**config.mk**
```make
export PLATFORM = sky130hd
export DESIGN_NAME = mfp_ahb_arbiter_flat
export DESIGN_NICKNAME = d
export VERILOG_FILES = /design/src/rtl/mfp_ahb_arbiter_if.sv /design/src/rtl/mfp_ahb_arbiter.sv /design/src/flat_wrapper.sv
export SDC_FILE = /design/constraint.sdc
export NUM_CORES = 1
export LEC_CHECK = 0
export ABC_AREA = 1
export CORE_ASPECT_RATIO = 0.75
export CORE_MARGIN = 2
export CORE_UTILIZATION = 30
export CTS_CLUSTER_SIZE = 10
export DETAILED_ROUTE_END_ITERATION = 7
export PLACE_DENSITY = 0.91
export SYNTH_ARGS = -nofsm -noshare
export SYNTH_HDL_FRONTEND = slang
export SYNTH_SLANG_ARGS = --single-unit
```
**constraint.sdc**
```tcl
create_clock -name HCLK -period 2.71 [get_ports HCLK]
set_input_delay 0.542 -clock HCLK [delete_from_list [all_inputs] [get_ports HCLK]]
set_output_delay 0.542 -clock HCLK [all_outputs]
set_load 0.02 [all_outputs]
```
**src/rtl/mfp_ahb_arbiter_if.sv**
```systemverilog
// Bus bundle between the two AHB-Lite masters, the arbiter and the slave fabric.
// Signal names match the AHB-Lite naming used by the m14k system.
interface mfp_ahb_arbiter_if;
  // master 0 (MIPS core)
  logic        m0_HBUSREQ;
  logic        m0_HGRANT;
  logic [31:0] m0_HADDR;
  logic [1:0]  m0_HTRANS;
  logic        m0_HWRITE;
  logic [2:0]  m0_HSIZE;
  logic [2:0]  m0_HBURST;
  logic        m0_HMASTLOCK;
  logic [31:0] m0_HWDATA;
  // master 1 (accelerometer sample DMA)
  logic        m1_HBUSREQ;
  logic        m1_HGRANT;
  logic [31:0] m1_HADDR;
  logic [1:0]  m1_HTRANS;
  logic        m1_HWRITE;
  logic [2:0]  m1_HSIZE;
  logic [2:0]  m1_HBURST;
  logic        m1_HMASTLOCK;
  logic [31:0] m1_HWDATA;
  // slave side
  logic [31:0] HADDR;
  logic [1:0]  HTRANS;
  logic        HWRITE;
  logic [2:0]  HSIZE;
  logic [2:0]  HBURST;
  logic        HMASTLOCK;
  logic [31:0] HWDATA;
  logic        HREADY;
  logic        HMASTER;
  logic        HMASTER_D;

  // arbiter view: serves the masters and drives the slave port
  modport slave (
    input  m0_HBUSREQ, m0_HADDR, m0_HTRANS, m0_HWRITE, m0_HSIZE, m0_HBURST,
           m0_HMASTLOCK, m0_HWDATA,
    input  m1_HBUSREQ, m1_HADDR, m1_HTRANS, m1_HWRITE, m1_HSIZE, m1_HBURST,
           m1_HMASTLOCK, m1_HWDATA,
    output m0_HGRANT, m1_HGRANT,
    output HADDR, HTRANS, HWRITE, HSIZE, HBURST, HMASTLOCK, HWDATA,
    input  HREADY,
    output HMASTER, HMASTER_D
  );

  // environment view: the masters and the slave fabric around the arbiter
  modport master (
    output m0_HBUSREQ, m0_HADDR, m0_HTRANS, m0_HWRITE, m0_HSIZE, m0_HBURST,
           m0_HMASTLOCK, m0_HWDATA,
    output m1_HBUSREQ, m1_HADDR, m1_HTRANS, m1_HWRITE, m1_HSIZE, m1_HBURST,
           m1_HMASTLOCK, m1_HWDATA,
    input  m0_HGRANT, m1_HGRANT,
    input  HADDR, HTRANS, HWRITE, HSIZE, HBURST, HMASTLOCK, HWDATA,
    output HREADY,
    input  HMASTER, HMASTER_D
  );
endinterface

```
**src/rtl/mfp_ahb_arbiter.sv**
```systemverilog
// Two-master AHB-Lite arbiter and bus multiplexer (m14k core + sample DMA).
// Owns grant sequencing, address/data-phase ownership and hold-count fairness.
module mfp_ahb_arbiter #(
  parameter int unsigned MAX_HOLD = 8
) (
  input  logic              HCLK,
  input  logic              SI_Reset,
  mfp_ahb_arbiter_if.slave  bus
);

  localparam logic [1:0] TR_IDLE   = 2'b00;
  localparam logic [1:0] TR_BUSY   = 2'b01;
  localparam logic [1:0] TR_NONSEQ = 2'b10;
  localparam logic [1:0] TR_SEQ    = 2'b11;
  localparam logic [2:0] BU_SINGLE = 3'b000;
  localparam logic [7:0] MAX_HOLD_W = 8'(MAX_HOLD);

  typedef enum logic {OWN_M0 = 1'b0, OWN_M1 = 1'b1} state_t;

  // 8-bit saturating increment for the hold counter
  function automatic logic [7:0] sat_inc8(input logic [7:0] v);
    return (v == 8'hFF) ? v : v + 8'd1;
  endfunction

  // 5-bit saturating increment for the burst beat counter
  function automatic logic [4:0] sat_inc5(input logic [4:0] v);
    return (v == 5'h1F) ? v : v + 5'd1;
  endfunction

  // beats in a fixed-length burst; 0 for SINGLE and undefined-length INCR
  function automatic logic [4:0] burst_len(input logic [2:0] b);
    logic [4:0] len;
    case (b[2:1])
      2'b01:   len = 5'd4;
      2'b10:   len = 5'd8;
      2'b11:   len = 5'd16;
      default: len = 5'd0;
    endcase
    return len;
  endfunction

  state_t      state;
  logic [1:0]  grant_q;
  logic        hmaster_d;
  logic [7:0]  hold_cnt;
  logic [4:0]  beat_cnt;

  logic        sel_m1;
  logic [1:0]  own_trans;
  logic [2:0]  own_burst;
  logic        own_lock;
  logic        own_req;
  logic        oth_req;
  logic        xfer;
  logic        last_beat;
  logic        busy;
  logic [7:0]  hold_seen;
  logic        do_switch;
  logic        do_park;
  logic        change;

  // Address-phase mux; reset forces M0 onto the slave port immediately.
  assign sel_m1 = ~SI_Reset & (state == OWN_M1);

  // slave-side address phase from the address owner, write data from the data-phase owner
  always_comb begin
    bus.HADDR     = sel_m1 ? bus.m1_HADDR     : bus.m0_HADDR;
    bus.HTRANS    = sel_m1 ? bus.m1_HTRANS    : bus.m0_HTRANS;
    bus.HWRITE    = sel_m1 ? bus.m1_HWRITE    : bus.m0_HWRITE;
    bus.HSIZE     = sel_m1 ? bus.m1_HSIZE     : bus.m0_HSIZE;
    bus.HBURST    = sel_m1 ? bus.m1_HBURST    : bus.m0_HBURST;
    bus.HMASTLOCK = sel_m1 ? bus.m1_HMASTLOCK : bus.m0_HMASTLOCK;
    bus.HWDATA    = (~SI_Reset & hmaster_d) ? bus.m1_HWDATA : bus.m0_HWDATA;
  end

  assign bus.m0_HGRANT = grant_q[0];
  assign bus.m1_HGRANT = grant_q[1];
  assign bus.HMASTER   = (state == OWN_M1);
  assign bus.HMASTER_D = hmaster_d;

  // owner status and the arbitration decision for the coming HREADY edge
  always_comb begin
    own_trans = (state == OWN_M1) ? bus.m1_HTRANS    : bus.m0_HTRANS;
    own_burst = (state == OWN_M1) ? bus.m1_HBURST    : bus.m0_HBURST;
    own_lock  = (state == OWN_M1) ? bus.m1_HMASTLOCK : bus.m0_HMASTLOCK;
    own_req   = (state == OWN_M1) ? bus.m1_HBUSREQ   : bus.m0_HBUSREQ;
    oth_req   = (state == OWN_M1) ? bus.m0_HBUSREQ   : bus.m1_HBUSREQ;

    xfer = (own_trans == TR_NONSEQ) || (own_trans == TR_SEQ);

    // The final SEQ of a fixed-length burst frees the bus, so the grant can
    // move on the edge that completes that address phase.
    last_beat = (own_trans == TR_SEQ) && (burst_len(own_burst) != 5'd0) &&
                ((beat_cnt + 5'd1) == burst_len(own_burst));

    busy = (own_lock && (own_trans != TR_IDLE)) ||
           (own_trans == TR_BUSY) ||
           ((own_trans == TR_SEQ) && !last_beat) ||
           ((own_trans == TR_NONSEQ) && (own_burst != BU_SINGLE));

    // hold count including the transfer completing on this edge, so the
    // owner gets exactly MAX_HOLD transfers before yielding
    hold_seen = (xfer && oth_req) ? sat_inc8(hold_cnt) : hold_cnt;

    do_switch = !busy && oth_req && (!own_req || (hold_seen >= MAX_HOLD_W));
    do_park   = !busy && !bus.m0_HBUSREQ && !bus.m1_HBUSREQ && (state == OWN_M1);
    change    = do_switch || do_park;
  end

  // ownership FSM with registered grants, data-phase owner and counters
  always_ff @(posedge HCLK) begin
    if (SI_Reset) begin
      state     <= OWN_M0;
      grant_q   <= 2'b01;
      hmaster_d <= 1'b0;
      hold_cnt  <= 8'd0;
      beat_cnt  <= 5'd0;
    end else if (bus.HREADY) begin
      hmaster_d <= (state == OWN_M1);
      if (change) begin
        state    <= (state == OWN_M1) ? OWN_M0 : OWN_M1;
        grant_q  <= (state == OWN_M1) ? 2'b01 : 2'b10;
        hold_cnt <= 8'd0;
        beat_cnt <= 5'd0;
      end else begin
        hold_cnt <= oth_req ? hold_seen : 8'd0;
        if (own_trans == TR_NONSEQ)
          beat_cnt <= 5'd1;
        else if (own_trans == TR_SEQ)
          beat_cnt <= sat_inc5(beat_cnt);
      end
    end
  end

endmodule

```
**src/flat_wrapper.sv**
```systemverilog
// flat-port wrapper written by rule: the top's interface ports become plain ports
module mfp_ahb_arbiter_flat 
#(
  parameter int unsigned MAX_HOLD = 8
)
  (HCLK, SI_Reset, bus_m0_HBUSREQ, bus_m0_HADDR, bus_m0_HTRANS, bus_m0_HWRITE, bus_m0_HSIZE, bus_m0_HBURST, bus_m0_HMASTLOCK, bus_m0_HWDATA, bus_m1_HBUSREQ, bus_m1_HADDR, bus_m1_HTRANS, bus_m1_HWRITE, bus_m1_HSIZE, bus_m1_HBURST, bus_m1_HMASTLOCK, bus_m1_HWDATA, bus_m0_HGRANT, bus_m1_HGRANT, bus_HADDR, bus_HTRANS, bus_HWRITE, bus_HSIZE, bus_HBURST, bus_HMASTLOCK, bus_HWDATA, bus_HREADY, bus_HMASTER, bus_HMASTER_D);
  mfp_ahb_arbiter_if bus_i ();
  input  logic HCLK;
  input  logic SI_Reset;
  input wire logic [$bits(bus_i.m0_HBUSREQ)-1:0] bus_m0_HBUSREQ;
  input wire logic [$bits(bus_i.m0_HADDR)-1:0] bus_m0_HADDR;
  input wire logic [$bits(bus_i.m0_HTRANS)-1:0] bus_m0_HTRANS;
  input wire logic [$bits(bus_i.m0_HWRITE)-1:0] bus_m0_HWRITE;
  input wire logic [$bits(bus_i.m0_HSIZE)-1:0] bus_m0_HSIZE;
  input wire logic [$bits(bus_i.m0_HBURST)-1:0] bus_m0_HBURST;
  input wire logic [$bits(bus_i.m0_HMASTLOCK)-1:0] bus_m0_HMASTLOCK;
  input wire logic [$bits(bus_i.m0_HWDATA)-1:0] bus_m0_HWDATA;
  input wire logic [$bits(bus_i.m1_HBUSREQ)-1:0] bus_m1_HBUSREQ;
  input wire logic [$bits(bus_i.m1_HADDR)-1:0] bus_m1_HADDR;
  input wire logic [$bits(bus_i.m1_HTRANS)-1:0] bus_m1_HTRANS;
  input wire logic [$bits(bus_i.m1_HWRITE)-1:0] bus_m1_HWRITE;
  input wire logic [$bits(bus_i.m1_HSIZE)-1:0] bus_m1_HSIZE;
  input wire logic [$bits(bus_i.m1_HBURST)-1:0] bus_m1_HBURST;
  input wire logic [$bits(bus_i.m1_HMASTLOCK)-1:0] bus_m1_HMASTLOCK;
  input wire logic [$bits(bus_i.m1_HWDATA)-1:0] bus_m1_HWDATA;
  output wire logic [$bits(bus_i.m0_HGRANT)-1:0] bus_m0_HGRANT;
  output wire logic [$bits(bus_i.m1_HGRANT)-1:0] bus_m1_HGRANT;
  output wire logic [$bits(bus_i.HADDR)-1:0] bus_HADDR;
  output wire logic [$bits(bus_i.HTRANS)-1:0] bus_HTRANS;
  output wire logic [$bits(bus_i.HWRITE)-1:0] bus_HWRITE;
  output wire logic [$bits(bus_i.HSIZE)-1:0] bus_HSIZE;
  output wire logic [$bits(bus_i.HBURST)-1:0] bus_HBURST;
  output wire logic [$bits(bus_i.HMASTLOCK)-1:0] bus_HMASTLOCK;
  output wire logic [$bits(bus_i.HWDATA)-1:0] bus_HWDATA;
  input wire logic [$bits(bus_i.HREADY)-1:0] bus_HREADY;
  output wire logic [$bits(bus_i.HMASTER)-1:0] bus_HMASTER;
  output wire logic [$bits(bus_i.HMASTER_D)-1:0] bus_HMASTER_D;
  assign bus_i.m0_HBUSREQ = bus_m0_HBUSREQ;
  assign bus_i.m0_HADDR = bus_m0_HADDR;
  assign bus_i.m0_HTRANS = bus_m0_HTRANS;
  assign bus_i.m0_HWRITE = bus_m0_HWRITE;
  assign bus_i.m0_HSIZE = bus_m0_HSIZE;
  assign bus_i.m0_HBURST = bus_m0_HBURST;
  assign bus_i.m0_HMASTLOCK = bus_m0_HMASTLOCK;
  assign bus_i.m0_HWDATA = bus_m0_HWDATA;
  assign bus_i.m1_HBUSREQ = bus_m1_HBUSREQ;
  assign bus_i.m1_HADDR = bus_m1_HADDR;
  assign bus_i.m1_HTRANS = bus_m1_HTRANS;
  assign bus_i.m1_HWRITE = bus_m1_HWRITE;
  assign bus_i.m1_HSIZE = bus_m1_HSIZE;
  assign bus_i.m1_HBURST = bus_m1_HBURST;
  assign bus_i.m1_HMASTLOCK = bus_m1_HMASTLOCK;
  assign bus_i.m1_HWDATA = bus_m1_HWDATA;
  assign bus_m0_HGRANT = bus_i.m0_HGRANT;
  assign bus_m1_HGRANT = bus_i.m1_HGRANT;
  assign bus_HADDR = bus_i.HADDR;
  assign bus_HTRANS = bus_i.HTRANS;
  assign bus_HWRITE = bus_i.HWRITE;
  assign bus_HSIZE = bus_i.HSIZE;
  assign bus_HBURST = bus_i.HBURST;
  assign bus_HMASTLOCK = bus_i.HMASTLOCK;
  assign bus_HWDATA = bus_i.HWDATA;
  assign bus_i.HREADY = bus_HREADY;
  assign bus_HMASTER = bus_i.HMASTER;
  assign bus_HMASTER_D = bus_i.HMASTER_D;
  mfp_ahb_arbiter #(.MAX_HOLD(MAX_HOLD)) u_core (.HCLK(HCLK), .SI_Reset(SI_Reset), .bus(bus_i));
endmodule
```
Word level (Yosys, flattened, before mapping)

Index checks and enable logic that the tools add are counted.

Bits in read-only memories: 0
Latch bits: 0
Word-level logic and storage cells: 72
Input bits: 153
Output and inout port bits: 78
Register bits: 17
Bits in writable memories: 0
Memories: 0

$add $sub $neg: 2
Multiply operators: 0
Reduce and logical (&&, ||, !) cells: 28
Mux-type cells: 23
$lt $le $gt $ge: 1
Shifts and indexed selects: 0
Eq/ne operators: 10
Divide/modulo/power cells: 0
Bitwise gates (word level): 3

Operator list:

| cell                                                | count |
|---|---|
| two-way mux 32 bit                                  | 2 |
| two-way mux 8 bit                                   | 4 |
| two-way mux 5 bit                                   | 4 |
| case mux 5 bit (3 select lines)                     | 1 |
| logical AND 1 bit                                   | 11 |
| two-way mux 3 bit                                   | 3 |
| adder 8 x 1 -> 8 bit, second input constant         | 1 |
| == test 2 bit, second input constant                | 4 |
| == test 8 bit, second input constant                | 1 |
| >= comparator 8 x 4 -> 1 bit, second input constant | 1 |
| logical OR 1 bit                                    | 6 |
| two-way mux 1 bit                                   | 6 |
| two-way mux 2 bit                                   | 3 |
| nonzero test 3 bit                                  | 2 |
| adder 5 x 1 -> 5 bit, second input constant         | 1 |
| == test 5 bit                                       | 1 |
| == test 5 bit, second input constant                | 1 |
| zero test 1 bit                                     | 5 |
| nonzero test 5 bit                                  | 1 |
| == test 2 x 1 -> 1 bit, second input constant       | 2 |
| != test 3 x 1 -> 1 bit, second input constant       | 1 |
| AND reduction 3 bit                                 | 1 |
| bitwise AND 1 bit                                   | 2 |
| AND reduction 2 bit                                 | 1 |
| 2 further kinds                                     | 2 |

Logic depth before layout (Yosys ltp)

Gate-level depths: netlist (run 1).

Word-level depth: 17
Gate-level depth with buffers: 18
Mapped depth without buffers: 16

Least setup slack after synthesis (run 1)

No wires, ideal clock.

Path type: register to output
Start point: register u_core.grant_q[1] (netlist name)
End point: output bus_HTRANS[0]
Setup slack: 0.452 ns
Stages on the path, launching flop included: 6
Buffers on the path: 3
Arrival time: 1.716 ns
Cell sequence: dfxtp_1 buf_6 buf_2 nand2_1 clkbuf_1 o21ai_0

RTL lines:

| element       | line               | source |
|---|---|---|
| end, declared | flat_wrapper.sv:29 | `output wire logic [$bits(bus_i.HTRANS)-1:0] bus_HTRANS;` |

Worst setup path in the final report (run 1)

Start point: input SI_Reset
End point: output bus_HADDR[2]

Cells in the longest elaborated chain, start to end: 3

Ends and longest elaborated chain:

| element            | line                  | source |
|---|---|---|
| start, declared    | flat_wrapper.sv:9     | `input logic SI_Reset;` |
| inverter 1 bit     | mfp_ahb_arbiter.sv:63 | `assign sel_m1 = ~SI_Reset & (state == OWN_M1);` |
| bitwise AND 1 bit  | mfp_ahb_arbiter.sv:63 |  |
| two-way mux 32 bit | mfp_ahb_arbiter.sv:67 | `bus.HADDR = sel_m1 ? bus.m1_HADDR : bus.m0_HADDR;` |
| end, declared      | flat_wrapper.sv:28    | `output wire logic [$bits(bus_i.HADDR)-1:0] bus_HADDR;` |

Every way passes these cells.

==> results.cfg, run 1 <==
[routing]
antenna_left = 0
drt_iter0_markers = 99
avgViaCountPerCell = 4.79
top_layer = met4
wl_per_cell_um = 15.3
drtPass1Iterations = 4
num_vias = 3126
drt_wl_total_um = 10000
wl_met1_um = 4190
met3_length_um = 624
route.met2.wl_um = 5040
drc = 0

[power_and_ir_drop]
ir_drop_mv = 0.153
p_leak_nw = 2.11
power_density_nw_per_um2 = 246

[synthesis]
yosys.area.top_type_share_pct = 34.5
ys_warn_count = 0
synth_edf_count = 0
yosysTopAreaCell = mux2_2
syn_area_per_cell_um2 = 7.29
synth.distinct_cells = 31
synth-main-ff-cell = dfxtp_1
seq_area_frac_synth_pct = 13.8
synthArstFlopShare_pct = 0
ys_ff_latch = 16
synth_common_cells = nand2_1 (73), mux2_2 (71), inv_1 (29)
synth_area_um2 = 2320
synthCells = 318
syn-num-nets = 475
synth.area.top_cells = mux2_2 (34%), dfxtp_1 (14%), nand2_1 (12%)
synth.most_common_cell = nand2_1

[sta]
finalClockSkew_ns = 0.00273
drv_slew = 0
setup_viol = 0
final_hold_viol_count = 0
rsz0062_at_grt = false
setup_tns_ns = 0
timing.final.crit_share_pct = 97.1
final.min_clock_period_ns = 2.63
fmax_mhz = 380
slew_headroom_pct = 68.7
tightest_slew_ns = 0.468

[critical_path]
cp-end-kind = output pin
path_max_fanout = 11
path_cells = clkdlybuf4s50_1, inv_2, nand2_4, buf_4, mux2_2, dlygate4sd2_1
critical_path_buf_inv_count = 4
crit_start = SI_Reset
arrival_ns = 2.09
rr_startpoint = u_core.beat_cnt[0]$_SDFFE_PP0P_
path_class = in2out
cp.required_ns = 2.17
cpPeakStageDelay_ns = 0.49
cpMaxStageDelayCell = clkdlybuf4s50_1
crit_family = buffers and inverters
start_kind = input port

[cts]
cts_tree = done
htree_levels = 1
ctsLongestPathBuffers = 2
clkSlewWorstSetupHoldPaths_ns = 0.06
cts_buffers = 3
cts.sinks = 16
worstSkewPairLatency_ns = 0.25
cts_root_buf = clkbuf_8

[final_layout]
drive_gt1_share_pct = 20.8
layout.nets = 710
syn2layout_area_growth_pct = 107
final_util_pct = 64.5
antenna_cells = 0

[worst_hold_path]
min_path_type = reg2reg
hp-start = u_core.grant_q[0]$_SDFFE_PP1P_

[die]
die_x_um = 106
die-area_um2 = 8460
die_y_um = 80.1
core_um2 = 7430
io_pins = 231
placementRows = 27
start_util_pct = 31.2

[global_routing]
overflow = 0
grt_usage_pct = 22.3
grt_max_degree = 33
grt_pass1_vias = 3184
grt_pass1_wl_um = 15500
antenna_found_initial = 0

[placement]
post-dp-hpwl_um = 8210
gp_congestion = 0.934
port_buffers = 230

[flow_run]
drv_cap = 0

[status]
status = finished, final reports clean
==> area by class of cell <==
class	count	area, µm²
Timing Repair Buffer	245	2380
Clock buffer	4	55.1
Inverter	33	126
Multi-Input combinational cell	254	1790
Fill cell	617	2640
Tap cell	101	126
Sequential cell	16	320
==> stage by stage <==
stage               setup slack [ns]  total power, mW  instance area [µm²]  hold WS (ns)  instances
detailed placement            -0.251             1.01                 4770         0.475        647
CTS                          -0.0157             1.18                 4730         0.492        651
floorplan                      0.452            0.598                 2320         0.472        318
global placement              -0.239            0.997                 4770         0.472        647
finish                        0.0787             1.18                 4800         0.487        653
global route                  0.0207             1.25                 4800         0.526        653
==> worst register-to-register path: stages, from the launching register on <==
cell and delay, ns:
dfxtp_1 0.41, ha_1 0.22, nand2_1 0.06, nor2_1 0.11
ha_1 0.25, inv_1 0.10, nand3_1 0.09, a21oi_1 0.15
nand3_1 0.12, a21oi_4 0.19, nand3_2 0.26, nand3_1 0.19
nand2_1 0.07, inv_1 0.07, nor2_2 0.04
==> kinds of logic after synthesis <==
logic type	count (synthesis)	synth area share (%)
flops	16	13.8
xor+xnor	6	2.27
simple gates	148	31.4
mux	71	34.5
compound gates	25	6.10
fa+ha+maj	4	2.16
buf+inv	48	9.77
==> where the power goes <==
group / total, mW / switching, mW / internal (mW)
combinational: 0.707 / 0.315 / 0.392
sequential: 0.258 / 0.0116 / 0.247
clock: 0.216 / 0.0865 / 0.129
total: 1.18 / 0.413 / 0.767
==> final timing paths <==
check	endpoint	slack, ns	depth (start not counted)
worst max-delay path	bus_HADDR[2]	0.08	6
worst min-delay path	u_core.grant_q[0]$_SDFFE_PP1P_	0.49	2
worst max register to register	u_core.beat_cnt[1]$_SDFFE_PP0P_	0.28	14
worst min register to register	u_core.grant_q[0]$_SDFFE_PP1P_	0.49	2
==> sequential cells by signal (all words and copies together), names as in the netlist <==
signal	flops
u_core.beat_cnt	5
u_core.grant_q	2
u_core.bus.HMASTER_D	1
u_core.hold_cnt	8
==> placed cells by master, fill, tap and decap left out, types with 5 or more instances in the layout <==
master and instances:
inv_1 29, nor2_1 19, nor2_2 5, clkdlybuf4s50_1 156, nand2_4 6, nand3_1 27, dfxtp_1 16, nand2_1 71
dlygate4sd2_1 74, o21ai_0 7, mux2_2 71, buf_4 11, a21oi_1 15, xor2_1 5, nand4_1 10
==> timing repair <==
item / in CTS / in global routing
resized for setup: 75 / 4
endpoints found under the setup margin: 74 / 71
pin swaps: 0 / 0
hold buffers: 0 / 0
cloned: 0 / 2
setup buffers: 0 / 0
==> metal layers <==
| metal | GRT usage, % | up-vias |
|---|---|---|
| met4 | 6.05 | 0 |
| met1 | 26.9 | 1424 |
| met3 | 3.49 | 15 |
| met5 | 0 | - |
| met2 | 41.4 | 147 |
| li1 | - | 1540 |
No activity file was read; power rests on OpenSTA's default activity.
==> inputs of run 2 (changes only) <==
==> constraint.sdc (replaced) <==
create_clock -name HCLK -period 2.71 [get_ports HCLK]
set_input_delay 0.271 -clock HCLK [delete_from_list [all_inputs] [get_ports HCLK]]
set_output_delay 0.271 -clock HCLK [all_outputs]
set_load 0.02 [all_outputs]
==> results.cfg, run 2 (same netlist as run 1, synthesis figures left out) <==
[routing]
num_vias = 3113
drtPass1Iterations = 4
drc = 0
drt_wl_total_um = 9640
antenna_left = 0
drt_iter0_markers = 102
wl_per_cell_um = 15.0
avgViaCountPerCell = 4.83

[critical_path]
path_cells = buf_4, nand2_1, buf_12, mux2_2, clkdlybuf4s50_1
path_class = reg2out
critical_path_buf_inv_count = 3
cpPeakStageDelay_ns = 0.61
path_max_fanout = 44
arrival_ns = 2.23
cp-end-kind = output pin
cpMaxStageDelayCell = clkdlybuf4s50_1
crit_family = buffers and inverters
start_kind = flip-flop
cp.required_ns = 2.44

[sta]
finalWorstSetupSlack_ns = 0.205
rsz0062_at_grt = false
setup_viol = 0
slew_headroom_pct = 66.9
timing.final.crit_share_pct = 92.4
drv_slew = 0
finalClockSkew_ns = 0.00272
fmax_mhz = 399
final.min_clock_period_ns = 2.51
final_hold_viol_count = 0
tightest_slew_ns = 0.495
setup_tns_ns = 0

[status]
status = finished, final reports clean

[die]
core_um2 = 7430
placementRows = 27
die_y_um = 80.1
die_x_um = 106
io_pins = 231
start_util_pct = 31.2
die-area_um2 = 8460

[final_layout]
final_cell_mix = clkdlybuf4s50_1 (230), nand2_1 (73), mux2_2 (71), inv_1 (29), nand3_1 (27)
regMostFlops = u_core.hold_cnt
syn2layout_area_growth_pct = 106
biggestRegsByFlops = u_core.hold_cnt: 8 flops, u_core.beat_cnt: 5 flops, u_core.grant_q: 2 flops
largest_reg_flops = 8
antenna_cells = 0
final_common_cell = clkdlybuf4s50_1
layout.nets = 701
drive_gt1_share_pct = 19.0

[worst_hold_path]
min_path_type = reg2reg

[power_and_ir_drop]
power_density_nw_per_um2 = 255
p_leak_nw = 1.93
ir_drop_mv = 0.153

[flow_run]
drv_cap = 0

[placement]
post-dp-hpwl_um = 8060
post-place-ws_ns = 0.231
gp_congestion = 0.877
port_buffers = 230

[global_routing]
grt_usage_pct = 21.6
overflow = 0
grt_pass1_vias = 3072
grt_pass1_wl_um = 14900
antenna_found_initial = 0
grt_max_degree = 45

[cts]
cts_buffers = 3
clkSlewWorstSetupHoldPaths_ns = 0.06
ctsLongestPathBuffers = 2
cts_tree = done
worstSkewPairLatency_ns = 0.26
cts_root_buf = clkbuf_8
cts.sinks = 16
htree_levels = 1
## run 2: cell types whose count changed in the layout (fill, tap and decap cells not counted), moves of 2 or more
cell and delta:
clkdlybuf4s50_1 +74, dlygate4sd2_1 -74, buf_4 -7, clkbuf_16 -2, nand2_1 +2, nand2_4 -2
## run 2: routing by layer
metal / global-route usage (%) / part of all wire [%] / vias to the layer above
met5: 0 / 0 / -
met1: 26.1 / 39 / 1402
met2: 40.1 / 51 / 171
met3: 3.33 / 8.3 / 13
met4: 5.53 / 1.2 / 0
li1: - / - / 1527
## run 2: layout make-up
class	count	area (µm²)
Inverter	33	126
Clock buffer	4	55.1
Multi-Input combinational cell	254	1780
Timing Repair Buffer	236	2370
Fill cell	615	2650
Sequential cell	16	320
Tap cell	101	126
## run 2: where the power goes
part           switching [mW]  internal, mW
Sequential             0.0129         0.247
Clock                  0.0862         0.129
Combinational           0.312         0.434
Total                   0.411         0.810
## run 2: final timing paths
check / start / to / slack (ns) / cells after the start
max: u_core.grant_q[1]$_SDFFE_PP0P_ / bus_HADDR[11] / 0.20 / 5
min: u_core.hold_cnt[6]$_SDFFE_PP0P_ / u_core.hold_cnt[6]$_SDFFE_PP0P_ / 0.51 / 2
max reg2reg: u_core.beat_cnt[0]$_SDFFE_PP0P_ / u_core.beat_cnt[1]$_SDFFE_PP0P_ / 0.21 / 14
min reg2reg: u_core.hold_cnt[6]$_SDFFE_PP0P_ / u_core.hold_cnt[6]$_SDFFE_PP0P_ / 0.51 / 2
## run 2: worst min-delay path, stage by stage, from the launching register on
cell and delay, ns:
dfxtp_1 0.33, nand2_1 0.07, a21oi_1 0.06
## run 2: repair_timing
item                       4_1_cts  5_1_grt
setup buffers                    0        0
hold buffers                     0        0
setup endpoints to repair        0        3
hold endpoints to repair         0        0
resized for setup                0        1
## run 2: per-stage QoR
| step | area (µm²) | cells | hold slack [ns] | util (%) | power [mW] |
|---|---|---|---|---|---|
| 2_1_floorplan | 2320 | 318 | 0.349 | - | 0.598 |
| 3_3_place_gp | 4720 | 640 | 0.479 | 63.5 | 0.990 |
| 3_5_place_dp | 4720 | 640 | 0.490 | 63.5 | 1.00 |
| 4_1_cts | 4770 | 644 | 0.501 | 64.2 | 1.23 |
| 5_1_grt | 4780 | 644 | 0.522 | 64.3 | 1.28 |
| 6_report | 4780 | 644 | 0.507 | 64.3 | 1.22 |
